$ cat config.mk
export PLATFORM = sky130hd
export DESIGN_NAME = display_mux_n_flat
export DESIGN_NICKNAME = d
export VERILOG_FILES = /design/src/rtl/display_mux_n_if.sv /design/src/rtl/display_mux_n.sv /design/src/flat_wrapper.sv
export SDC_FILE = /design/constraint.sdc
export NUM_CORES = 1
export LEC_CHECK = 0
export BUFFER_PORTS_ARGS = -buffer_cell sky130_fd_sc_hd__buf_2
export CELL_PAD_IN_SITES_DETAIL_PLACEMENT = 0
export CELL_PAD_IN_SITES_GLOBAL_PLACEMENT = 1
export CORE_ASPECT_RATIO = 1.4
export CORE_UTILIZATION = 40
export CTS_BUF_LIST = sky130_fd_sc_hd__clkbuf_8
export CTS_CLUSTER_SIZE = 24
export DETAILED_ROUTE_END_ITERATION = 16
export HOLD_SLACK_MARGIN = 0.06
export PLACE_DENSITY = 0.81
export SLEW_MARGIN = 20
export SYNTH_ARGS = -nofsm -noshare
export SYNTH_HDL_FRONTEND = slang
export SYNTH_SLANG_ARGS = --single-unit
$ cat constraint.sdc
create_clock -name clk -period 4.3 [get_ports clk]
set_clock_uncertainty 0.1 [all_clocks]
set_input_delay 0.86 -clock clk [delete_from_list [all_inputs] [get_ports clk]]
set_output_delay 0.86 -clock clk [all_outputs]
set_load 0.005 [all_outputs]
$ cat src/rtl/display_mux_n_if.sv
// Bus bundle between a datapath/debug source and the scanned seven-segment driver.
interface display_mux_n_if #(
    parameter int NUM_DIGITS = 8
);
    logic [4*NUM_DIGITS-1:0] din;
    logic [NUM_DIGITS-1:0]   dp_in;
    logic                    load;
    logic                    blank_lz;
    logic [NUM_DIGITS-1:0]   blink_mask;
    logic [6:0]              seg;
    logic                    dp;
    logic [NUM_DIGITS-1:0]   ans;
    logic                    frame_done;

    modport master (
        output din, dp_in, load, blank_lz, blink_mask,
        input  seg, dp, ans, frame_done
    );

    modport slave (
        input  din, dp_in, load, blank_lz, blink_mask,
        output seg, dp, ans, frame_done
    );
endinterface

$ cat src/rtl/display_mux_n.sv
// Scanned N-digit seven-segment driver with tear-free shadow load, per-digit
// decimal points, leading-zero blanking, per-digit blink and frame-done strobe.
module display_mux_n #(
    parameter int NUM_DIGITS       = 8,
    parameter int REFRESH_DIV      = 100000,
    parameter int BLINK_FRAMES     = 32,
    parameter bit SEG_ACTIVE_LOW   = 1'b1,
    parameter bit ANODE_ACTIVE_LOW = 1'b1
) (
    input  logic           clk,
    input  logic           reset,
    display_mux_n_if.slave bus
);
    localparam int PW = $clog2(REFRESH_DIV);
    localparam int IW = $clog2(NUM_DIGITS);
    localparam int BW = (BLINK_FRAMES > 1) ? $clog2(BLINK_FRAMES) : 1;
    localparam int DW = 4 * NUM_DIGITS;

    localparam logic [PW-1:0] PRE_LAST = PW'(REFRESH_DIV - 1);
    localparam logic [IW-1:0] IDX_LAST = IW'(NUM_DIGITS - 1);
    localparam logic [BW-1:0] BLK_LAST = BW'(BLINK_FRAMES - 1);
    localparam logic [6:0]            SEG_OFF = SEG_ACTIVE_LOW ? 7'h7F : 7'h00;
    localparam logic                  DP_OFF  = SEG_ACTIVE_LOW;
    localparam logic [NUM_DIGITS-1:0] ANS_OFF = ANODE_ACTIVE_LOW ? '1 : '0;

    logic [PW-1:0]         pre_q, pre_d;
    logic [IW-1:0]         idx_q, idx_d;
    logic [BW-1:0]         bcnt_q, bcnt_d;
    logic                  phase_q, phase_d;
    logic [DW-1:0]         act_q, act_d, pend_q, pend_d;
    logic [NUM_DIGITS-1:0] actdp_q, actdp_d, penddp_q, penddp_d;
    logic                  pv_q, pv_d;
    logic [6:0]            seg_q, seg_d;
    logic                  dp_q, dp_d;
    logic [NUM_DIGITS-1:0] ans_q, ans_d;
    logic                  fd_q;

    logic                  tick, wrap;
    logic [NUM_DIGITS-1:0] upper_zero;   // nibbles k..N-1 of active all zero
    logic [NUM_DIGITS-1:0] onehot;
    logic [3:0]            cur_nib;
    logic                  cur_dp, cur_uz, cur_bm, blank;

    function automatic logic [6:0] hex7(input logic [3:0] n);
        case (n)
            4'h0: hex7 = 7'b0111111;  4'h1: hex7 = 7'b0000110;
            4'h2: hex7 = 7'b1011011;  4'h3: hex7 = 7'b1001111;
            4'h4: hex7 = 7'b1100110;  4'h5: hex7 = 7'b1101101;
            4'h6: hex7 = 7'b1111101;  4'h7: hex7 = 7'b0000111;
            4'h8: hex7 = 7'b1111111;  4'h9: hex7 = 7'b1101111;
            4'hA: hex7 = 7'b1110111;  4'hB: hex7 = 7'b1111100;
            4'hC: hex7 = 7'b0111001;  4'hD: hex7 = 7'b1011110;
            4'hE: hex7 = 7'b1111001;  default: hex7 = 7'b1110001;
        endcase
    endfunction

    assign tick = (pre_q == PRE_LAST);
    assign wrap = tick && (idx_q == IDX_LAST);

    // Leading-zero chain, built from the most significant digit downward.
    assign upper_zero[NUM_DIGITS-1] = (act_q[DW-1 -: 4] == 4'h0);
    for (genvar k = NUM_DIGITS - 2; k >= 0; k--) begin : g_lz
        assign upper_zero[k] = upper_zero[k+1] && (act_q[4*k +: 4] == 4'h0);
    end

    // Select the currently scanned digit's data and blanking inputs.
    always_comb begin
        cur_nib = 4'h0;
        cur_dp  = 1'b0;
        cur_uz  = 1'b0;
        cur_bm  = 1'b0;
        onehot  = '0;
        for (int k = 0; k < NUM_DIGITS; k++) begin
            if (idx_q == IW'(k)) begin
                cur_nib   = act_q[4*k +: 4];
                cur_dp    = actdp_q[k];
                cur_uz    = upper_zero[k];
                cur_bm    = bus.blink_mask[k];
                onehot[k] = 1'b1;
            end
        end
        blank = (bus.blank_lz && (idx_q != '0) && cur_uz) || (phase_q && cur_bm);
        seg_d = blank ? SEG_OFF : (SEG_ACTIVE_LOW ? ~hex7(cur_nib) : hex7(cur_nib));
        dp_d  = blank ? DP_OFF  : (cur_dp ^ SEG_ACTIVE_LOW);
        ans_d = blank ? ANS_OFF : (ANODE_ACTIVE_LOW ? ~onehot : onehot);
    end

    // Scan, blink and shadow-load next state; active data only moves on wrap.
    always_comb begin
        pre_d    = tick ? '0 : pre_q + 1'b1;
        idx_d    = idx_q;
        bcnt_d   = bcnt_q;
        phase_d  = phase_q;
        act_d    = act_q;
        actdp_d  = actdp_q;
        pend_d   = pend_q;
        penddp_d = penddp_q;
        pv_d     = pv_q;
        if (tick) idx_d = (idx_q == IDX_LAST) ? '0 : idx_q + 1'b1;
        if (wrap) begin
            if (bcnt_q == BLK_LAST) begin
                bcnt_d  = '0;
                phase_d = ~phase_q;
            end else begin
                bcnt_d = bcnt_q + 1'b1;
            end
            pv_d = 1'b0;
            if (bus.load) begin
                // A load landing on the frame boundary bypasses the shadow.
                act_d   = bus.din;
                actdp_d = bus.dp_in;
            end else if (pv_q) begin
                act_d   = pend_q;
                actdp_d = penddp_q;
            end
        end else if (bus.load) begin
            pend_d   = bus.din;
            penddp_d = bus.dp_in;
            pv_d     = 1'b1;
        end
    end

    // State and output registers; reset discards everything including pending data.
    always_ff @(posedge clk) begin
        if (!reset) begin
            pre_q    <= '0;
            idx_q    <= '0;
            bcnt_q   <= '0;
            phase_q  <= 1'b0;
            act_q    <= '0;
            actdp_q  <= '0;
            pend_q   <= '0;
            penddp_q <= '0;
            pv_q     <= 1'b0;
            seg_q    <= SEG_OFF;
            dp_q     <= DP_OFF;
            ans_q    <= ANS_OFF;
            fd_q     <= 1'b0;
        end else begin
            pre_q    <= pre_d;
            idx_q    <= idx_d;
            bcnt_q   <= bcnt_d;
            phase_q  <= phase_d;
            act_q    <= act_d;
            actdp_q  <= actdp_d;
            pend_q   <= pend_d;
            penddp_q <= penddp_d;
            pv_q     <= pv_d;
            seg_q    <= seg_d;
            dp_q     <= dp_d;
            ans_q    <= ans_d;
            fd_q     <= wrap;
        end
    end

    assign bus.seg        = seg_q;
    assign bus.dp         = dp_q;
    assign bus.ans        = ans_q;
    assign bus.frame_done = fd_q;
endmodule

$ cat src/flat_wrapper.sv
// flat-port wrapper written by rule: the top's interface ports become plain ports
module display_mux_n_flat 
#(
    parameter int NUM_DIGITS       = 8,
    parameter int REFRESH_DIV      = 100000,
    parameter int BLINK_FRAMES     = 32,
    parameter bit SEG_ACTIVE_LOW   = 1'b1,
    parameter bit ANODE_ACTIVE_LOW = 1'b1
)
  (clk, reset, bus_din, bus_dp_in, bus_load, bus_blank_lz, bus_blink_mask, bus_seg, bus_dp, bus_ans, bus_frame_done);
  display_mux_n_if #(.NUM_DIGITS(NUM_DIGITS)) bus_i ();
  input  logic clk;
  input  logic reset;
  input wire logic [$bits(bus_i.din)-1:0] bus_din;
  input wire logic [$bits(bus_i.dp_in)-1:0] bus_dp_in;
  input wire logic [$bits(bus_i.load)-1:0] bus_load;
  input wire logic [$bits(bus_i.blank_lz)-1:0] bus_blank_lz;
  input wire logic [$bits(bus_i.blink_mask)-1:0] bus_blink_mask;
  output wire logic [$bits(bus_i.seg)-1:0] bus_seg;
  output wire logic [$bits(bus_i.dp)-1:0] bus_dp;
  output wire logic [$bits(bus_i.ans)-1:0] bus_ans;
  output wire logic [$bits(bus_i.frame_done)-1:0] bus_frame_done;
  assign bus_i.din = bus_din;
  assign bus_i.dp_in = bus_dp_in;
  assign bus_i.load = bus_load;
  assign bus_i.blank_lz = bus_blank_lz;
  assign bus_i.blink_mask = bus_blink_mask;
  assign bus_seg = bus_i.seg;
  assign bus_dp = bus_i.dp;
  assign bus_ans = bus_i.ans;
  assign bus_frame_done = bus_i.frame_done;
  display_mux_n #(.NUM_DIGITS(NUM_DIGITS), .REFRESH_DIV(REFRESH_DIV), .BLINK_FRAMES(BLINK_FRAMES), .SEG_ACTIVE_LOW(SEG_ACTIVE_LOW), .ANODE_ACTIVE_LOW(ANODE_ACTIVE_LOW)) u_core (.clk(clk), .reset(reset), .bus(bus_i));
endmodule
---- After elaboration in Yosys (flattened, before gate mapping) ----
Memories as Yosys holds them, arrays and structs flattened.
Cells that the tools add are included.
cells by class
  $lt $le $gt $ge ......................... 0
  div/mod/pow operators ................... 0
  multiplexer cells ....................... 46
  multipliers ............................. 0
  shift-type cells ........................ 0
  equal/unequal tests ..................... 9
  add/subtract/negate cells ............... 3
  bitwise logic cells ..................... 6
  reductions and logical operators ........ 29
operators by type and width
  cell                                           number
  two-way mux 32 bit                             2
  zero test 4 bit                                8
  two-way mux 1 bit                              32
  two-way mux 4 bit                              8
  adder 17 x 1 -> 17 bit, second input constant  1
  == test 17 bit, second input constant          1
  two-way mux 8 bit                              2
  == test 3 bit, second input constant           4
  logical AND 1 bit                              11
  NOT 8 bit                                      1
  NOT 7 bit                                      1
  == test 3 x 2 -> 1 bit, second input constant  2
  AND reduction 2 bit                            3
  OR reduction 2 bit                             3
  adder 5 x 1 -> 5 bit, second input constant    1
  == test 5 bit, second input constant           1
  two-way mux 5 bit                              1
  NOT 1 bit                                      4
  adder 3 x 1 -> 3 bit, second input constant    1
  == test 3 x 1 -> 1 bit, second input constant  1
  zero test 3 bit                                1
  two-way mux 3 bit                              1
  nonzero test 3 bit                             1
  nonzero test 2 bit                             1
  logical OR 1 bit                               1
storage, ports and cells
  bits in read-only memories .............. 112
  input port bits ......................... 52
  bits in latches ......................... 0
  output and inout bits ................... 17
  bits in registers ....................... 124
  memories ................................ 1
  word-level logic and storage cells ...... 107
  memory bits (writable) .................. 0
memories
  memory            words  width  rd ports  clocked after Yosys merged registers in  write ports  line                 RTL
  (name not given)  16     7      1         0                                        0            display_mux_n.sv:45  case (n)

---- Longest topological paths before layout ----
Gate-level depths: netlist of run 1.
  word-level depth ........................ 19
  gate-level depth with buffers ........... 14
  depth with buffers taken out ............ 12

---- Worst setup path before layout of run 1 ----
OpenSTA, ideal clock, no wires.
  kind .................................... register to register
  from .................................... register u_core.idx_q[2]
  to ...................................... register u_core.seg_q[2] (netlist: u_core.bus.seg[2])
  arrival ................................. 2.778 ns
  data required time ...................... 4.138 ns
  slack ................................... 1.360 ns
  buffers on the path ..................... 2
  clock period less this slack ............ 2.940 ns
  cell stages (with the launch flop) ...... 13
  library setup time ...................... 0.062 ns
  cells stage by stage .................... dfxtp_1 inv_1 clkbuf_1 ha_1 buf_2 or2_1 o311ai_0 a211o_1 and2_1 inv_1 ha_1 or3b_2 nand3_1
between the ends
  cells in the longest elaborated chain, start to end .. 12
  elaborated cells between the ends (all ways) .. 40
  those cells by class .................... eq/ne: 7; mux: 24; bitwise: 1; reduce/logical: 7; memory: 1
ends and longest elaborated chain
  element                                                       line                  RTL
  from (decl)                                                   display_mux_n.sv:27   logic [IW-1:0] idx_q, idx_d;
  from (signal assigned)                                        display_mux_n.sv:141  idx_q <= idx_d;
  branches (longest 12 deep; another with memory (16 x 7 bit))  -
  to (signal assigned)                                          display_mux_n.sv:149  seg_q <= seg_d;
  to (decl)                                                     display_mux_n.sv:33   logic [6:0] seg_q, seg_d;
Several ways; the timed one is not identified.
A chain may end at the register's enable or synchronous reset.

---- Worst setup path in the final report of run 1 ----
Ends and elaborated chain as after synthesis.

==> flow_summary_export.csv, run 1 <==
group,metric,value,unit
outcome,status,"completed",
placed_design,io_buffers,68,
synth,syn_inst,678,
floorplanning,fp.dieW,106,µm
floorplanning,initial_core_util,0.414,
flow_run,cap_violations,0,
sta,hold_slack,0.354,ns
critical_path,start_kind,"register",
placed_design,gp_congestion,0.870,
floorplanning,rows,52,
sta,slew_viol_final,0,
floorplanning,die_area,15700,µm²
sta,final.period_utilization,0.850,
clock_network,clk_latency,0.43,ns
sta,fmax,274,MHz
finish,diodes,0,
sta,setup_viol,0,
global_route,first_global_vias,4875,
sta,relSlewSlack,0.444,
synth,synthesis.nets,745,
synth,synth_area_leaders,"dfxtp_1, a211oi_2, mux2i_1",
finish,fin_nets,787,
route,viasPerCell,5.45,
route,avgRoutedWirePerCell,15.2,µm
clock_network,cts_resized,0,
placed_design,dpl_cell_area,6420,µm²
route,finalWirelength,14000,µm
global_route,grt_max_degree,53,
worst_hold_path,hp-class,"reg -> reg",
route,drc,0,
critical_path,path_max_fanout,17,
floorplanning,pin_count,69,
finish,drive_gt1_frac,0.233,
finish,post-route-util,0.470,
critical_path,crit_required,4.57,ns
synth,synth_edf_count,0,
finish,final_area,6880,µm²
synth,synth_top_area_frac,0.410,
synth,ys_warn_count,0,
route,drtIter0Drc,236,
synth,yosysSeqAreaShare,0.410,
critical_path,crit_path_end_kind,"register",
pwr,comb_power_share,0.060,
route,drtPass1Iterations,5,
clock_network,h-tree-depth,4,
synth,async_flop_share,0,
clock_network,cts-buffers-inserted,17,
route,vias,5021,
synth,ys_types,64,
clock_network,cts_hold_buf,0,
sta,worst_slack,0.644,ns
pwr,p_per_area,363,nW/µm²
sta,setup_tns,0,ns
pwr,p_total,2.50,mW
global_route,overflow,0,
global_route,antenna_found_initial,0,
pwr,max-vdd-ir-drop,0.000179,V
synth,yosys.area.top_type,"dfxtp_1",
synth,avgSynthCellArea,8.94,µm²
clock_network,cts.clk_slew.worst_paths,0.08,ns
clock_network,post_cts_buffers,0,
clock_network,clock_sinks,124,
finish,syn2layout_area_growth,13.5,%
placed_design,hpwlAfterDp,9940,µm
sta,rsz0062_at_grt,"no",
clock_network,cts_tree,"built",
pwr,power.internal,1.95,mW
floorplanning,die_y,148,µm
clock_network,clock_path_buffers,2,
synth,ys_ff_latch,124,
critical_path,critPathKind,"reg -> reg",
pwr,power_switching,550,µW
sta,finalHoldViolCount,0,
critical_path,cp.arrival,3.93,ns
pwr,clkPwrFrac,0.464,
global_route,grt_pass1_wl,23100,µm
sta,max_slew.worst_pin.slew,0.834,ns
global_route,globalRouteTotalUtil,0.186,
pwr,seq_power_share,0.475,
synth,synthFlopType,"dfxtp_1",
pwr,p_leak,2.58,nW
floorplanning,core,14600,µm²
finish,num-fill-cells,1419,
clock_network,clockRootBuffer,"clkbuf_8",
placed_design,pre_cts_ws,0.750,ns
placed_design,dp.cells,890,
synth,netlist_area,6060,µm²
route,ant_nets,0,
pwr,switching_share,0.220,
sta,fin_crit,3.66,ns
finish,final_cells,922,
[sequential cells by signal, summed over array words and instances (netlist names)]
name and cells:
u_core.phase_q 1, u_core.bcnt_q 5, u_core.actdp_q 8, u_core.idx_q 3
u_core.act_q 32, u_core.bus.seg 7, u_core.bus.ans 8, u_core.bus.dp 1
u_core.bus.frame_done 1, u_core.pre_q 17, u_core.penddp_q 8, u_core.pv_q 1
u_core.pend_q 32
[layer usage]
layer | part of all wire | global-route usage | up-vias | routed length, µm
li1 | - | - | 2501 | -
met1 | 0.42 | 0.211 | 2386 | 5880
met2 | 0.52 | 0.334 | 108 | 7220
met3 | 0.041 | 0.0414 | 26 | 568
met4 | 0.024 | 0.0757 | 0 | 334
met5 | 0 | 0 | - | 0
[cells by family (layout without fill, tap and decap cells)]
kind of cell / count (synthesis) / in the layout / synth area share
mux: 46 / 46 / 0.0764
flops: 124 / 124 / 0.410
buf+inv: 68 / 123 / 0.0572
fa+ha+maj: 15 / 15 / 0.0310
xor+xnor: 11 / 11 / 0.0159
compound gates: 154 / 154 / 0.196
simple gates: 260 / 260 / 0.214
[final cells by class]
cell class                 instances  area (µm²)  area share
clock buffer                      19         262      0.0380
clock inverter                    13         196      0.0286
inverter                          14        53.8     0.00782
multi-input combinational        486        3240       0.471
sequential                       124        2480       0.361
tap                              189         236      0.0344
timing repair buffer              77         410      0.0597
[synthesized netlist by cell type, types with 2 or more instances]
master	number
or2_1	2
buf_4	9
or3_1	6
mux2i_1	44
a211oi_2	41
a221oi_1	4
nor2_2	10
or3b_2	2
buf_8	4
nand4_1	4
nor3b_1	2
buf_2	10
nor4_1	8
a211oi_1	3
nor2_1	58
nand2b_1	3
mux2_2	2
and2_1	2
a31oi_1	2
xor2_1	7
nor3_1	2
o211ai_1	2
dfxtp_1	124
clkbuf_1	27
a21o_1	2
inv_1	14
a221o_1	2
or2_2	2
o21ai_0	16
xnor2_1	4
a211o_1	3
nand3b_1	5
nor2b_1	6
ha_1	15
nand2_1	67
and3_1	7
nand3_1	63
buf_1	4
a21oi_1	65
[worst max-delay path: stages (launching register included)]
cell	delay [ns]
dfxtp_1	0.68
inv_1	0.31
ha_1	0.42
or2_1	0.32
o311ai_0	0.43
a211o_1	0.21
and2_1	0.23
inv_1	0.11
ha_1	0.24
or3b_2	0.47
nand3_1	0.09
[worst paths after layout]
path | cells after the start | start | slack, ns | end
min | 2 | u_core.pend_q[14] | 0.35 | u_core.pend_q[14]
max reg2reg | 10 | u_core.idx_q[2] | 0.64 | u_core.bus.seg[2]
max | 10 | u_core.idx_q[2] | 0.64 | u_core.bus.seg[2]
min reg2reg | 2 | u_core.pend_q[14] | 0.35 | u_core.pend_q[14]
[power by group through the flow]
stage               clock [mW]  combinational (mW)  sequential, mW
floorplan                    0              0.0953            1.21
global placement             0               0.147            1.21
detailed placement           0               0.152            1.21
CTS                       1.19               0.152            1.19
global route              1.24               0.167            1.19
finish                    1.16               0.150            1.19
[cell usage in the layout (no fill, tap or decap), types with 4 or more instances in the layout]
| master | count |
|---|---|
| buf_4 | 10 |
| mux2i_1 | 44 |
| xnor2_1 | 4 |
| a211oi_2 | 41 |
| and3_1 | 7 |
| inv_1 | 14 |
| nor4_1 | 8 |
| dfxtp_1 | 124 |
| nand4_1 | 4 |
| clkinv_2 | 5 |
| nand2_1 | 67 |
| nand3b_1 | 5 |
| bufinv_16 | 5 |
| a21oi_1 | 65 |
| o21ai_0 | 16 |
| a221oi_1 | 4 |
| clkbuf_8 | 19 |
| buf_2 | 67 |
| nor2_2 | 10 |
| xor2_1 | 7 |
| ha_1 | 15 |
| nor2_1 | 58 |
| or3_1 | 6 |
| nand3_1 | 63 |
| nor2b_1 | 6 |
Power figures use the tool's default switching activity.
==> inputs of run 2 (changes only) <==
Settings changed: PLACE_DENSITY 0.81 to unset, PLACE_DENSITY_LB_ADDON set to 0.1.
==> run 2 against run 1 <==
Register-to-register slack better by 0.22 ns. Design area down 0.47%. Largest cell class unchanged. Power down 2.2%.
==> flow_summary_export.csv, run 2 (synthesized netlist as in run 1, its figures left out) <==
group,metric,value,unit
outcome,status,"completed",
floorplanning,pin_count,69,
route,drtIter0Drc,241,
floorplanning,die_y,148,µm
placed_design,gp_congestion,0.765,
global_route,globalRouteTotalUtil,0.189,
clock_network,clock_path_buffers,2,
route,drtPass1Iterations,5,
placed_design,io_buffers,68,
route,wl_met1,6560,µm
finish,drive_gt1_frac,0.232,
critical_path,critPathKind,"reg -> reg",
sta,fmax,291,MHz
critical_path,timing.rr.start,"u_core.idx_q[1]",
pwr,power.internal,1.87,mW
sta,fin_crit,3.43,ns
sta,rsz0062_at_grt,"no",
sta,max_slew.worst_pin.slew,0.856,ns
route,finalWirelength,14100,µm
finish,fin_nets,787,
clock_network,cts_tree,"built",
pwr,power_switching,572,µW
clock_network,post_cts_buffers,0,
sta,final.period_utilization,0.798,
pwr,p_total,2.44,mW
placed_design,hpwlAfterDp,9560,µm
global_route,first_global_vias,4772,
floorplanning,core,14600,µm²
global_route,antenna_found_initial,0,
global_route,overflow,0,
route,top_layer_used,"met4",
pwr,max-vdd-ir-drop,0.000176,V
route,wl_met3,506,µm
finish,final_common_cell,"dfxtp_1",
clock_network,h-tree-depth,4,
critical_path,crit_path_end_kind,"register",
pwr,p_leak,2.57,nW
pwr,comb_power_share,0.061,
clock_network,clock_sinks,124,
pwr,p_per_area,357,nW/µm²
pwr,switching_share,0.234,
finish,post-route-util,0.468,
sta,relSlewSlack,0.430,
sta,setup_tns,0,ns
pwr,clkPwrFrac,0.453,
route,viasPerCell,5.30,
flow_run,cap_violations,0,
finish,final_cell_mix,"dfxtp_1, nand2_1, buf_2",
global_route,grt_max_degree,52,
critical_path,crit_required,4.58,ns
global_route,grt_pass1_wl,23500,µm
floorplanning,rows,52,
finish,top_regs,"u_core.act_q x32, u_core.pend_q x32, u_core.pre_q x17",
clock_network,cts_resized,0,
sta,finalHoldViolCount,0,
finish,diodes,0,
finish,syn2layout_area_growth,13.0,%
critical_path,cp.arrival,3.71,ns
floorplanning,initial_core_util,0.414,
critical_path,path_max_fanout,27,
pwr,seq_power_share,0.486,
sta,slew_viol_final,0,
route,ant_nets,0,
clock_network,clockRootBuffer,"clkbuf_8",
clock_network,clk_latency,0.44,ns
critical_path,reg2reg_depth,11,
route,routed-wl-met2,6820,µm
critical_path,worstSetupStartpoint,"u_core.idx_q[1]",
floorplanning,fp.dieW,106,µm
route,vias,4884,
sta,setup_viol,0,
floorplanning,die_area,15700,µm²
worst_hold_path,worstHoldPathCells,2,
route,avgRoutedWirePerCell,15.3,µm
clock_network,cts_hold_buf,0,
clock_network,cts.clk_slew.worst_paths,0.07,ns
worst_hold_path,hp-start,"u_core.pend_q[3]",
route,drc,0,
worst_hold_path,hp-class,"reg -> reg",
critical_path,start_kind,"register",
clock_network,cts-buffers-inserted,17,
## run 2: through the flow
stage / instances / area (µm²) / hold WS [ns] / setup slack (ns)
final: 922 / 6850 / 0.353 / 0.867
after global routing: 922 / 6850 / 0.373 / 0.671
after CTS: 922 / 6850 / 0.355 / 0.887
after detailed placement: 890 / 6420 / 0.346 / 0.898
after global placement: 890 / 6420 / 0.341 / 1.01
after floorplan: 678 / 6060 / 0.330 / 1.36
## run 2: layout make-up
class / count / area (µm²)
repair buffers: 77 / 410
clock buffers: 18 / 248
well taps: 189 / 236
clock inverters: 14 / 178
multi-input cells: 486 / 3240
flip-flops and latches: 124 / 2480
fillers: 1428 / 7790
inverters: 14 / 53.8
## run 2: layer usage
layer  up-vias  global-route usage
met1      2269               0.237
met5         -                   0
met2       100               0.318
met4         0              0.0729
met3        19              0.0370
li1       2496                   -
## run 2: power groups by stage
stage	registers, mW	logic, mW	clock network, mW
final	1.19	0.149	1.11
after global routing	1.19	0.166	1.19
after CTS	1.19	0.152	1.14
after detailed placement	1.21	0.152	0
after global placement	1.21	0.149	0
after floorplan	1.21	0.0953	0
## run 2: worst paths after layout
| check | to | slack, ns |
|---|---|---|
| setup / recovery | u_core.bus.seg[2] | 0.87 |
| hold / removal | u_core.pend_q[3] | 0.35 |
| setup reg to reg | u_core.bus.seg[2] | 0.87 |
| hold reg to reg | u_core.pend_q[3] | 0.35 |
## run 2: critical path: stages (launching register included)
cell      delay (ns)
dfxtp_1         0.38
inv_1           0.08
ha_1            0.48
nor2b_1         0.34
a221oi_1        0.12
o311ai_0        0.55
a211o_1         0.23
and2_1          0.21
inv_1           0.11
ha_1            0.24
or3b_2          0.47
nand3_1         0.08
